--- src/rtl/dma_w_burst_ctrl_if.sv ---
// dma_w_burst_ctrl_if: bundles the register-block, source-FIFO and write-engine
// signals of the write burst scheduler.
//   cfg_*      : transfer request from the register block (start, addr, words)
//   busy/done/error : status back to the register block
//   src_*      : source FIFO beat, occupancy and pop
//   eng_*      : burst request, write data/strobe and engine handshake/status
// Modports: slave = the scheduler, master = everything around it.
interface dma_w_burst_ctrl_if #(
   parameter int unsigned ADDR_W = 32,
   parameter int unsigned DATA_W = 32,
   parameter int unsigned LEN_W  = 8,
   parameter int unsigned XFER_W = 16
);
   logic                  cfg_start;
   logic [ADDR_W-1:0]     cfg_addr;
   logic [XFER_W-1:0]     cfg_words;
   logic                  busy;
   logic                  done;
   logic                  error;
   logic                  src_valid;
   logic [DATA_W-1:0]     src_data;
   logic [XFER_W-1:0]     src_level;
   logic                  src_ready;
   logic                  eng_valid;
   logic [ADDR_W-1:0]     eng_addr;
   logic [LEN_W-1:0]      eng_len;
   logic [DATA_W-1:0]     eng_wdata;
   logic [DATA_W/8-1:0]   eng_wstrb;
   logic                  eng_ready;
   logic                  eng_dma_ready;
   logic                  eng_error;

   modport slave (
      input  cfg_start, cfg_addr, cfg_words,
      output busy, done, error,
      input  src_valid, src_data, src_level,
      output src_ready,
      output eng_valid, eng_addr, eng_len, eng_wdata, eng_wstrb,
      input  eng_ready, eng_dma_ready, eng_error
   );

   modport master (
      output cfg_start, cfg_addr, cfg_words,
      input  busy, done, error,
      output src_valid, src_data, src_level,
      input  src_ready,
      input  eng_valid, eng_addr, eng_len, eng_wdata, eng_wstrb,
      output eng_ready, eng_dma_ready, eng_error
   );
endinterface

--- src/rtl/dma_w_burst_ctrl.sv ---
// dma_w_burst_ctrl: splits one software write transfer (start address + word
// count) into AXI INCR bursts capped by MAX_BURST, the words remaining and the
// next 4 KB boundary, issues each burst to the write engine, pipes source beats
// through and sequences the engine response, accumulating a sticky error.
// Ports:
//   clk  : clock
//   rst  : asynchronous active-high reset
//   bus  : dma_w_burst_ctrl_if.slave (cfg_*, busy/done/error, src_*, eng_*)
// Build option:
//   DMA_W_ERR_ABORT_EN : an engine error ends the transfer after the failing
//                        burst instead of running the remaining bursts.
module dma_w_burst_ctrl #(
   parameter int unsigned ADDR_W    = 32,
   parameter int unsigned DATA_W    = 32,
   parameter int unsigned LEN_W     = 8,
   parameter int unsigned XFER_W    = 16,
   parameter int unsigned MAX_BURST = 256
) (
   input logic                clk,
   input logic                rst,
   dma_w_burst_ctrl_if.slave  bus
);
   localparam int unsigned B         = DATA_W / 8;
   localparam int unsigned AddrShift = $clog2(B);
   localparam logic [LEN_W:0] BurstOne = (LEN_W+1)'(1);

   typedef enum logic [2:0] {StIdle, StCalc, StIssue, StData, StResp} state_e;

   state_e              state_q, state_d;
   logic [ADDR_W-1:0]   cur_addr_q, cur_addr_d;
   logic [XFER_W-1:0]   remain_q, remain_d;
   logic [LEN_W:0]      burst_q, burst_d;
   logic [LEN_W:0]      beat_cnt_q, beat_cnt_d;
   logic [ADDR_W-1:0]   eng_addr_q, eng_addr_d;
   logic [LEN_W-1:0]    eng_len_q, eng_len_d;
   logic                eng_valid_q, eng_valid_d;
   logic                busy_q, busy_d;
   logic                done_q, done_d;
   logic                error_q, error_d;

   logic [12:0]         to4k;
   logic [31:0]         burst_w;
   logic [LEN_W:0]      burst_calc;
   logic                level_ok;
   logic                unused_src_valid;

   // Beat acceptance is driven purely by eng_ready; src_valid is not consulted.
   assign unused_src_valid = bus.src_valid;

   always_comb begin
      // Beats left before the next 4 KB page; 13 bits so an aligned address gives 4096/B.
      to4k    = (13'h1000 - {1'b0, cur_addr_q[11:0]}) >> AddrShift;
      burst_w = 32'(remain_q);
      if (32'(to4k) < burst_w) burst_w = 32'(to4k);
      if (MAX_BURST < burst_w) burst_w = MAX_BURST;
      burst_calc = (LEN_W+1)'(burst_w);
      level_ok   = 32'(bus.src_level) >= 32'(burst_q);
   end

   always_comb begin
      state_d     = state_q;
      cur_addr_d  = cur_addr_q;
      remain_d    = remain_q;
      burst_d     = burst_q;
      beat_cnt_d  = beat_cnt_q;
      eng_addr_d  = eng_addr_q;
      eng_len_d   = eng_len_q;
      eng_valid_d = eng_valid_q;
      busy_d      = busy_q;
      done_d      = 1'b0;
      error_d     = error_q;
      unique case (state_q)
         StIdle: begin
            if (bus.cfg_start) begin
               cur_addr_d = bus.cfg_addr;
               remain_d   = bus.cfg_words;
               error_d    = 1'b0;
               busy_d     = 1'b1;
               state_d    = StCalc;
            end
         end
         StCalc: begin
            if (remain_q == '0) begin
               done_d  = 1'b1;
               busy_d  = 1'b0;
               state_d = StIdle;
            end else begin
               burst_d    = burst_calc;
               eng_addr_d = cur_addr_q;
               eng_len_d  = LEN_W'(burst_calc - BurstOne);
               beat_cnt_d = '0;
               state_d    = StIssue;
            end
         end
         StIssue: begin
            // Only request once the whole burst is already buffered.
            if (bus.eng_dma_ready && level_ok) begin
               eng_valid_d = 1'b1;
               state_d     = StData;
            end
         end
         StData: begin
            if (bus.eng_ready) begin
               if (beat_cnt_q == burst_q - BurstOne) begin
                  eng_valid_d = 1'b0;
                  beat_cnt_d  = '0;
                  state_d     = StResp;
               end else begin
                  beat_cnt_d = beat_cnt_q + BurstOne;
               end
            end
         end
         StResp: begin
            if (bus.eng_dma_ready) begin
               error_d    = error_q | bus.eng_error;
               cur_addr_d = cur_addr_q + (ADDR_W'(burst_q) << AddrShift);
               remain_d   = remain_q - XFER_W'(burst_q);
               state_d    = StCalc;
`ifdef DMA_W_ERR_ABORT_EN
               if (bus.eng_error) begin
                  done_d  = 1'b1;
                  busy_d  = 1'b0;
                  state_d = StIdle;
               end
`endif
            end
         end
         default: state_d = StIdle;
      endcase
   end

   always_ff @(posedge clk or posedge rst) begin
      if (rst) begin
         state_q     <= StIdle;
         cur_addr_q  <= '0;
         remain_q    <= '0;
         burst_q     <= '0;
         beat_cnt_q  <= '0;
         eng_addr_q  <= '0;
         eng_len_q   <= '0;
         eng_valid_q <= 1'b0;
         busy_q      <= 1'b0;
         done_q      <= 1'b0;
         error_q     <= 1'b0;
      end else begin
         state_q     <= state_d;
         cur_addr_q  <= cur_addr_d;
         remain_q    <= remain_d;
         burst_q     <= burst_d;
         beat_cnt_q  <= beat_cnt_d;
         eng_addr_q  <= eng_addr_d;
         eng_len_q   <= eng_len_d;
         eng_valid_q <= eng_valid_d;
         busy_q      <= busy_d;
         done_q      <= done_d;
         error_q     <= error_d;
      end
   end

   assign bus.busy      = busy_q;
   assign bus.done      = done_q;
   assign bus.error     = error_q;
   assign bus.eng_valid = eng_valid_q;
   assign bus.eng_addr  = eng_addr_q;
   assign bus.eng_len   = eng_len_q;
   assign bus.eng_wdata = bus.src_data;
   assign bus.eng_wstrb = '1;
   // Zero-latency pop so the source FIFO advances on the same beat the engine takes.
   assign bus.src_ready = (state_q == StData) && bus.eng_ready;
endmodule

--- src/flat_wrapper.sv ---
// flat-port wrapper written by rule: the top's interface ports become plain ports
module dma_w_burst_ctrl_flat 
#(
   parameter int unsigned ADDR_W    = 32,
   parameter int unsigned DATA_W    = 32,
   parameter int unsigned LEN_W     = 8,
   parameter int unsigned XFER_W    = 16,
   parameter int unsigned MAX_BURST = 256
)
  (clk, rst, bus_cfg_start, bus_cfg_addr, bus_cfg_words, bus_busy, bus_done, bus_error, bus_src_valid, bus_src_data, bus_src_level, bus_src_ready, bus_eng_valid, bus_eng_addr, bus_eng_len, bus_eng_wdata, bus_eng_wstrb, bus_eng_ready, bus_eng_dma_ready, bus_eng_error);
  dma_w_burst_ctrl_if #(.ADDR_W(ADDR_W), .DATA_W(DATA_W), .LEN_W(LEN_W), .XFER_W(XFER_W)) bus_i ();
  input logic clk;
  input logic rst;
  input wire logic [$bits(bus_i.cfg_start)-1:0] bus_cfg_start;
  input wire logic [$bits(bus_i.cfg_addr)-1:0] bus_cfg_addr;
  input wire logic [$bits(bus_i.cfg_words)-1:0] bus_cfg_words;
  output wire logic [$bits(bus_i.busy)-1:0] bus_busy;
  output wire logic [$bits(bus_i.done)-1:0] bus_done;
  output wire logic [$bits(bus_i.error)-1:0] bus_error;
  input wire logic [$bits(bus_i.src_valid)-1:0] bus_src_valid;
  input wire logic [$bits(bus_i.src_data)-1:0] bus_src_data;
  input wire logic [$bits(bus_i.src_level)-1:0] bus_src_level;
  output wire logic [$bits(bus_i.src_ready)-1:0] bus_src_ready;
  output wire logic [$bits(bus_i.eng_valid)-1:0] bus_eng_valid;
  output wire logic [$bits(bus_i.eng_addr)-1:0] bus_eng_addr;
  output wire logic [$bits(bus_i.eng_len)-1:0] bus_eng_len;
  output wire logic [$bits(bus_i.eng_wdata)-1:0] bus_eng_wdata;
  output wire logic [$bits(bus_i.eng_wstrb)-1:0] bus_eng_wstrb;
  input wire logic [$bits(bus_i.eng_ready)-1:0] bus_eng_ready;
  input wire logic [$bits(bus_i.eng_dma_ready)-1:0] bus_eng_dma_ready;
  input wire logic [$bits(bus_i.eng_error)-1:0] bus_eng_error;
  assign bus_i.cfg_start = bus_cfg_start;
  assign bus_i.cfg_addr = bus_cfg_addr;
  assign bus_i.cfg_words = bus_cfg_words;
  assign bus_busy = bus_i.busy;
  assign bus_done = bus_i.done;
  assign bus_error = bus_i.error;
  assign bus_i.src_valid = bus_src_valid;
  assign bus_i.src_data = bus_src_data;
  assign bus_i.src_level = bus_src_level;
  assign bus_src_ready = bus_i.src_ready;
  assign bus_eng_valid = bus_i.eng_valid;
  assign bus_eng_addr = bus_i.eng_addr;
  assign bus_eng_len = bus_i.eng_len;
  assign bus_eng_wdata = bus_i.eng_wdata;
  assign bus_eng_wstrb = bus_i.eng_wstrb;
  assign bus_i.eng_ready = bus_eng_ready;
  assign bus_i.eng_dma_ready = bus_eng_dma_ready;
  assign bus_i.eng_error = bus_eng_error;
  dma_w_burst_ctrl #(.ADDR_W(ADDR_W), .DATA_W(DATA_W), .LEN_W(LEN_W), .XFER_W(XFER_W), .MAX_BURST(MAX_BURST)) u_core (.clk(clk), .rst(rst), .bus(bus_i));
endmodule
--- config.mk ---
export PLATFORM = sky130hd
export DESIGN_NAME = dma_w_burst_ctrl_flat
export DESIGN_NICKNAME = d
export VERILOG_FILES = /design/src/rtl/dma_w_burst_ctrl_if.sv /design/src/rtl/dma_w_burst_ctrl.sv /design/src/flat_wrapper.sv
export SDC_FILE = /design/constraint.sdc
export NUM_CORES = 1
export LEC_CHECK = 0
export ABC_AREA = 1
export CORE_UTILIZATION = 51
export DETAILED_ROUTE_END_ITERATION = 10
export PLACE_DENSITY = 0.82
export SLEW_MARGIN = 20
export SYNTH_ARGS = -nofsm -noshare
export SYNTH_HDL_FRONTEND = slang
export SYNTH_SLANG_ARGS = --single-unit
--- constraint.sdc ---
create_clock -name clk -period 4.38 [get_ports clk]
set_input_delay 0.876 -clock clk [delete_from_list [all_inputs] [get_ports clk]]
set_output_delay 0.876 -clock clk [all_outputs]
set_load 0.02 [all_outputs]
After elaboration in Yosys (flattened, before gate mapping)
Cells that the tools add are included.
{ "classes": {"addsub": 6, "order_cmp": 3, "eq_ne": 12, "mux": 31, "bitwise_logic": 2, "reduce_logical": 14} }
{ "op_table": {"columns": ["cell", "n"], "rows": [
  ["$mux W32", 2],
  ["$pmux W32 S2", 1],
  ["$mux W16", 3],
  ["$mux W9", 4],
  ["$add A32 B11 Y32", 1],
  ["$pmux W16 S2", 1],
  ["$pmux W9 S2", 1],
  ["$ge A16 B9 Y1", 1],
  ["$logic_not A16 Y1", 1],
  ["$lt A11 B16 Y1", 1],
  ["$lt A9 B16 Y1 const A", 1],
  ["$sub A16 B9 Y16", 1],
  ["$mux W3", 5],
  ["$pmux W3 S5", 1],
  ["$sub A13 B12 Y13 const A", 1],
  ["$add A9 B1 Y9 const B", 1],
  ["$eq A9 B9 Y1", 1],
  ["$mux W1", 9],
  ["$reduce_and A3 Y1", 3],
  ["$sub A9 B1 Y9 const B", 1],
  ["$ne A2 B2 Y1 const B", 4],
  ["$reduce_bool A2 Y1", 4],
  ["$sub A8 B1 Y8 const B", 1],
  ["$eq A3 B2 Y1 const B", 2],
  ["other kinds (12)", 17]
]} }
{ "word_totals": {"ff_bits": 113, "input_bits": 103, "out_inout_bits": 81, "word_cells": 79} }

Longest topological paths before layout
{ "depth": {"ltp_word": 6, "depth_mapped": 35} }

Worst setup path before layout
OpenSTA, ideal clock, no wires.
{ "synth_timing": {"kind": "register -> register", "start": "register u_core.cur_addr_q[1]", "end": "register u_core.eng_len_q[6], in the netlist u_core.bus.eng_len[6]", "arrival_ns": 3.285, "path_slack_ns": 0.982, "path_stages_with_launch": 31, "n_path_buf": 2, "period_less_slack_ns": 3.398, "cell_sequence": "dfrtp_1 > nor2_2 > nand4_2 > nor2_2 > nand2_1 > xor2_1 > inv_1 > ha_1 > a21oi_1 > nor2_1 > a211oi_1 > nand2_1 > nand2_2 > buf_6 > nand3_1 > nand2_1 > nand2_2 > nor2_2 > nand3_2 > nand2_2 > buf_6 > inv_2 > nor2_2 > inv_2 > ha_1 > nand2_1 > nor2_1 > nand2_1 > nand2_1 > nand2_1 > inv_1"} }
{ "synth_between": {"elab_chain_len": 6} }
{ "synth_rtl": {"columns": ["item", "line_no", "text"], "rows": [
  ["start, declared", "dma_w_burst_ctrl.sv:30", "logic [ADDR_W-1:0] cur_addr_q, cur_addr_d;"],
  ["start signal, assigned", "dma_w_burst_ctrl.sv:147", "cur_addr_q <= cur_addr_d;"],
  ["$sub A13 B12 Y13 (*)", "dma_w_burst_ctrl.sv:52", "to4k = (13'h1000 - {1'b0, cur_addr_q[11:0]}) >> AddrShift;"],
  ["$lt A11 B16 Y1", "dma_w_burst_ctrl.sv:54", "if (32'(to4k) < burst_w) burst_w = 32'(to4k);"],
  ["$mux W16 (*)", "dma_w_burst_ctrl.sv:54", null],
  ["$lt A9 B16 Y1", "dma_w_burst_ctrl.sv:55", "if (MAX_BURST < burst_w) burst_w = MAX_BURST;"],
  ["$mux W9 (*)", "dma_w_burst_ctrl.sv:55", null],
  ["$sub A8 B1 Y8 (*)", "dma_w_burst_ctrl.sv:90", "eng_len_d = LEN_W'(burst_calc - BurstOne);"],
  ["end signal, assigned", "dma_w_burst_ctrl.sv:152", "eng_len_q <= eng_len_d;"],
  ["end, declared", "dma_w_burst_ctrl.sv:35", "logic [LEN_W-1:0] eng_len_q, eng_len_d;"]
]} }
Mark *: on every way between the ends. The rest lies on a longest branch, timed or not.
A chain may end at the register's enable or synchronous reset.

Worst setup path after layout
{ "layout_timing": {"start": "register u_core.cur_addr_q[1]", "end": "register u_core.eng_len_q[4], in the netlist u_core.bus.eng_len[4]"} }
Same word-level chain as after synthesis.

==> metrics.csv <==
stage;metric;value;unit
die;die_h;123.6;microns
power;power_density;796.4;nW/um^2
grt;antenna_found_initial;0;
worst_setup_path;crit_fanout;14;
run;cap_viol_max_count;0;
clock_tree;clk_pin_slew_worst_paths;0.06;ns
die;io_pins;184;
yosys;synthCells;995;
clock_tree;cts_made_buffers;17;
clock_tree;clock_sink_count;113;
final_layout;multi_input_comb_area;3817;sq um
run_status;status;finished clean;
worst_setup_path;cp-start-kind;flop;
clock_tree;worstSkewPairLatency;0.43;ns
die;die_area;15270;sq um
worst_setup_path;r2r_cells;27;
timing;finalCritPeriodShare;90.84;%
worst_setup_path;worst_ep_required_time;4.69;ns
routing;drt_iter0_drc;565;
worst_setup_path;r2r_start;u_core.cur_addr_q[1];
clock_tree;clockBufferDepth;2;
timing;min_period;3.979;ns
yosys;synth_area_per_cell;7.574;sq um
die;core-area;14480;sq um
yosys;ys_async_sr_fraction;100.0;%
final_layout;fin_nets;1214;
timing;setup-tns-final;0;ns
final_layout;seq_area;2828;sq um
timing;finalMaxSlewViolations;0;
worst_setup_path;critPathCaptureType;flop;
final_layout;diodes;0;
yosys;ys.flop_type;dfrtp_1;
worst_setup_path;critical_path.endpoint;u_core.bus.eng_len[4];
yosys;synthTopCellsByArea;dfrtp_1 38%, nand2_1 9.8%, o21ai_0 7.4%, ha_1 6.6%, inv_1 6.1%;
routing;firstDrtPassIters;6;
timing;setup_violations;0;
worst_setup_path;cp.arrival;4.29;ns
routing;drc;0;
yosys;synth_commonest_cells;197 x nand2_1, 122 x inv_1, 113 x dfrtp_1;
worst_setup_path;worst_r2r_endpoint;u_core.bus.eng_len[4];
worst_setup_path;rrSetupSlack;0.40;ns
final_layout;syn_to_final_growth;22.51;%
yosys;seq_area_frac_synth;37.52;%
placed_design;gp_congestion;0.9055;
grt;grt_pass1_vias;6597;
worst_hold_path;hp-class;reg -> reg;
routing;ant_nets;0;
timing;hold_viol;0;
placed_design;dp.final_hpwl;13.77;mm
power;p_leak;4.305;nW
timing;slew_headroom;38.92;%
clock_tree;cts-root-buf;clkbuf_16;
worst_setup_path;path_class;reg -> reg;
power;finalPower;7.352;mW
timing;timing.fmax;251.3;MHz
yosys;synth_cell_types;45;
die;start_util;52.05;%
yosys;synth_top_area_share;37.52;%
grt;grt_max_degree;80;
final_layout;drive_gt1_share;8.226;%
die;die_w;123.6;microns
timing;grt_setup_unrepaired;false;
yosys;syn_area;7536;sq um
routing;via_per_inst;5.516;
grt;grt_first_pass_wirelength;31.56;mm
yosys;synth_edf_count;0;
placed_design;port_buffers;114;
yosys;yosysTopAreaCell;dfrtp_1;
timing;clock_skew;0.007436;ns
grt;grt_usage;27.10;%
yosys;synth.most_common_cell;nand2_1;
grt;grt_overflow_total;0;
clock_tree;cts_tree;done;
die;rows;44;
power;max-vdd-ir-drop;0.4244;mV
yosys;yosysWarnings;0;
routing;drt-total-wl;19.53;mm
timing;whs;0.4790;ns
routing;num_vias;6983;
timing;worst_pin_slew;0.9161;ns
clock_tree;cts_hold_buffers;0;
routing;wl_per_cell;15.43;microns
worst_setup_path;critPathLaunch;u_core.cur_addr_q[1];
yosys;ys_ff_latch;113;
clock_tree;htree_num_levels;4;
final_layout;num-fill-cells;1187;
[layer usage]
metal / vias to the layer above / wire (microns) / track usage (%) / share of wire [%]
li1: 3391 / - / - / -
met1: 3288 / 8275 / 34.15 / 42
met2: 247 / 9388 / 44.27 / 48
met3: 57 / 1208 / 5.489 / 6.2
met4: 0 / 661 / 13.25 / 3.4
met5: - / 0 / 0 / 0
[where the power goes]
part / total (mW) / internal, mW / leakage, nW / switching (mW)
sequential: 1.93 / 1.51 / 1.41 / 0.427
combinational: 3.90 / 1.49 / 2.59 / 2.42
clock: 1.51 / 0.974 / 0.307 / 0.540
[cells in the final DEF, fill, tap and decap left out, types with 5 or more instances in the layout]
cell type / n
o211ai_1: 15
o22ai_1: 22
nand3b_1: 5
nor2_1: 76
nor3_1: 14
clkbuf_16: 17
nand3_2: 6
nand4_1: 10
clkinv_4: 6
nand2_1: 195
xor2_1: 32
inv_1: 120
inv_2: 12
o21ai_1: 13
nor4_1: 9
dfrtp_1: 113
nand3_1: 34
a21oi_1: 36
o21ai_0: 112
ha_1: 40
nand2_2: 13
clkdlybuf4s50_1: 114
[sequential cells by signal, summed over array words and instances, names as in the netlist]
register	flops
u_core.beat_cnt_q	9
u_core.bus.eng_addr	32
u_core.bus.error	1
u_core.bus.busy	1
u_core.bus.eng_len	8
u_core.bus.done	1
u_core.bus.eng_valid	1
u_core.cur_addr_q	32
u_core.remain_q	16
u_core.state_q	3
u_core.burst_q	9
[critical path: stages, from the launching register on]
cell	delay, ns
dfrtp_1	0.40
nor2_4	0.16
nand4_2	0.17
nor2_4	0.15
nand3_2	0.11
inv_2	0.07
nand3_1	0.12
nand2_1	0.11
inv_2	0.04
ha_1	0.29
nand3_1	0.08
nor3_1	0.33
nand2_4	0.17
nand2_4	0.19
nand2_1	0.07
nand2_1	0.10
nand2_2	0.08
nor2_2	0.14
nand3_2	0.11
nand2_4	0.16
inv_2	0.05
nor2_2	0.09
inv_2	0.05
ha_1	0.20
nand2_1	0.13
nor2_1	0.09
nor2_1	0.11
a21oi_1	0.08
[how the worst min path moves through the flow]
stage	from	to	slack, ns	cells past startpoint
2_1_floorplan	u_core.beat_cnt_q[8]	u_core.beat_cnt_q[8]	0.45	1
3_5_place_dp	u_core.bus.eng_len[5]	u_core.bus.eng_len[5]	0.47	2
6_report	u_core.bus.eng_len[5]	u_core.bus.eng_len[5]	0.48	2
4_1_cts	u_core.bus.eng_len[5]	u_core.bus.eng_len[5]	0.48	2
5_1_grt	u_core.bus.eng_len[5]	u_core.bus.eng_len[5]	0.50	2
3_3_place_gp	u_core.bus.eng_addr[12]	u_core.bus.eng_addr[12]	0.47	2
[per-stage QoR]
stage               setup slack, ns  instance area (sq um)  instances  utilization [%]
CTS                          0.2540                   9210       1266            63.61
global route                0.01329                   9233       1266            63.77
finish                       0.4010                   9233       1266            63.77
floorplan                    0.5166                   7547        998                -
global placement             0.4918                   8566       1234            59.16
detailed placement           0.3486                   8566       1234            59.16
[repair_timing]
| action | CTS | global route |
|---|---|---|
| setup buffers | 0 | 0 |
| resized for setup | 0 | 5 |
| endpoints found under the setup margin | 0 | 4 |
[cell families after synthesis]
group / after synthesis / synth area share, %
adder cells (fa/ha/maj): 42 / 7.173
flip-flops: 113 / 37.52
XOR/XNOR: 35 / 4.068
AND/OR/NAND/NOR: 381 / 22.40
other: 1 / 0.04976
AO/OA/AOI/OAI: 222 / 16.49
buffers and inverters: 201 / 12.30
[cell type report]
| class | instances | area share (%) |
|---|---|---|
| Multi-Input combinational cell | 684 | 41.35 |
| Sequential cell | 113 | 30.63 |
| Timing Repair Buffer | 120 | 13.12 |
| Inverter | 133 | 5.434 |
| Clock buffer | 18 | 4.757 |
| Tap cell | 184 | 2.494 |
| Clock inverter | 14 | 2.223 |
(Power assumes the default switching activity.)
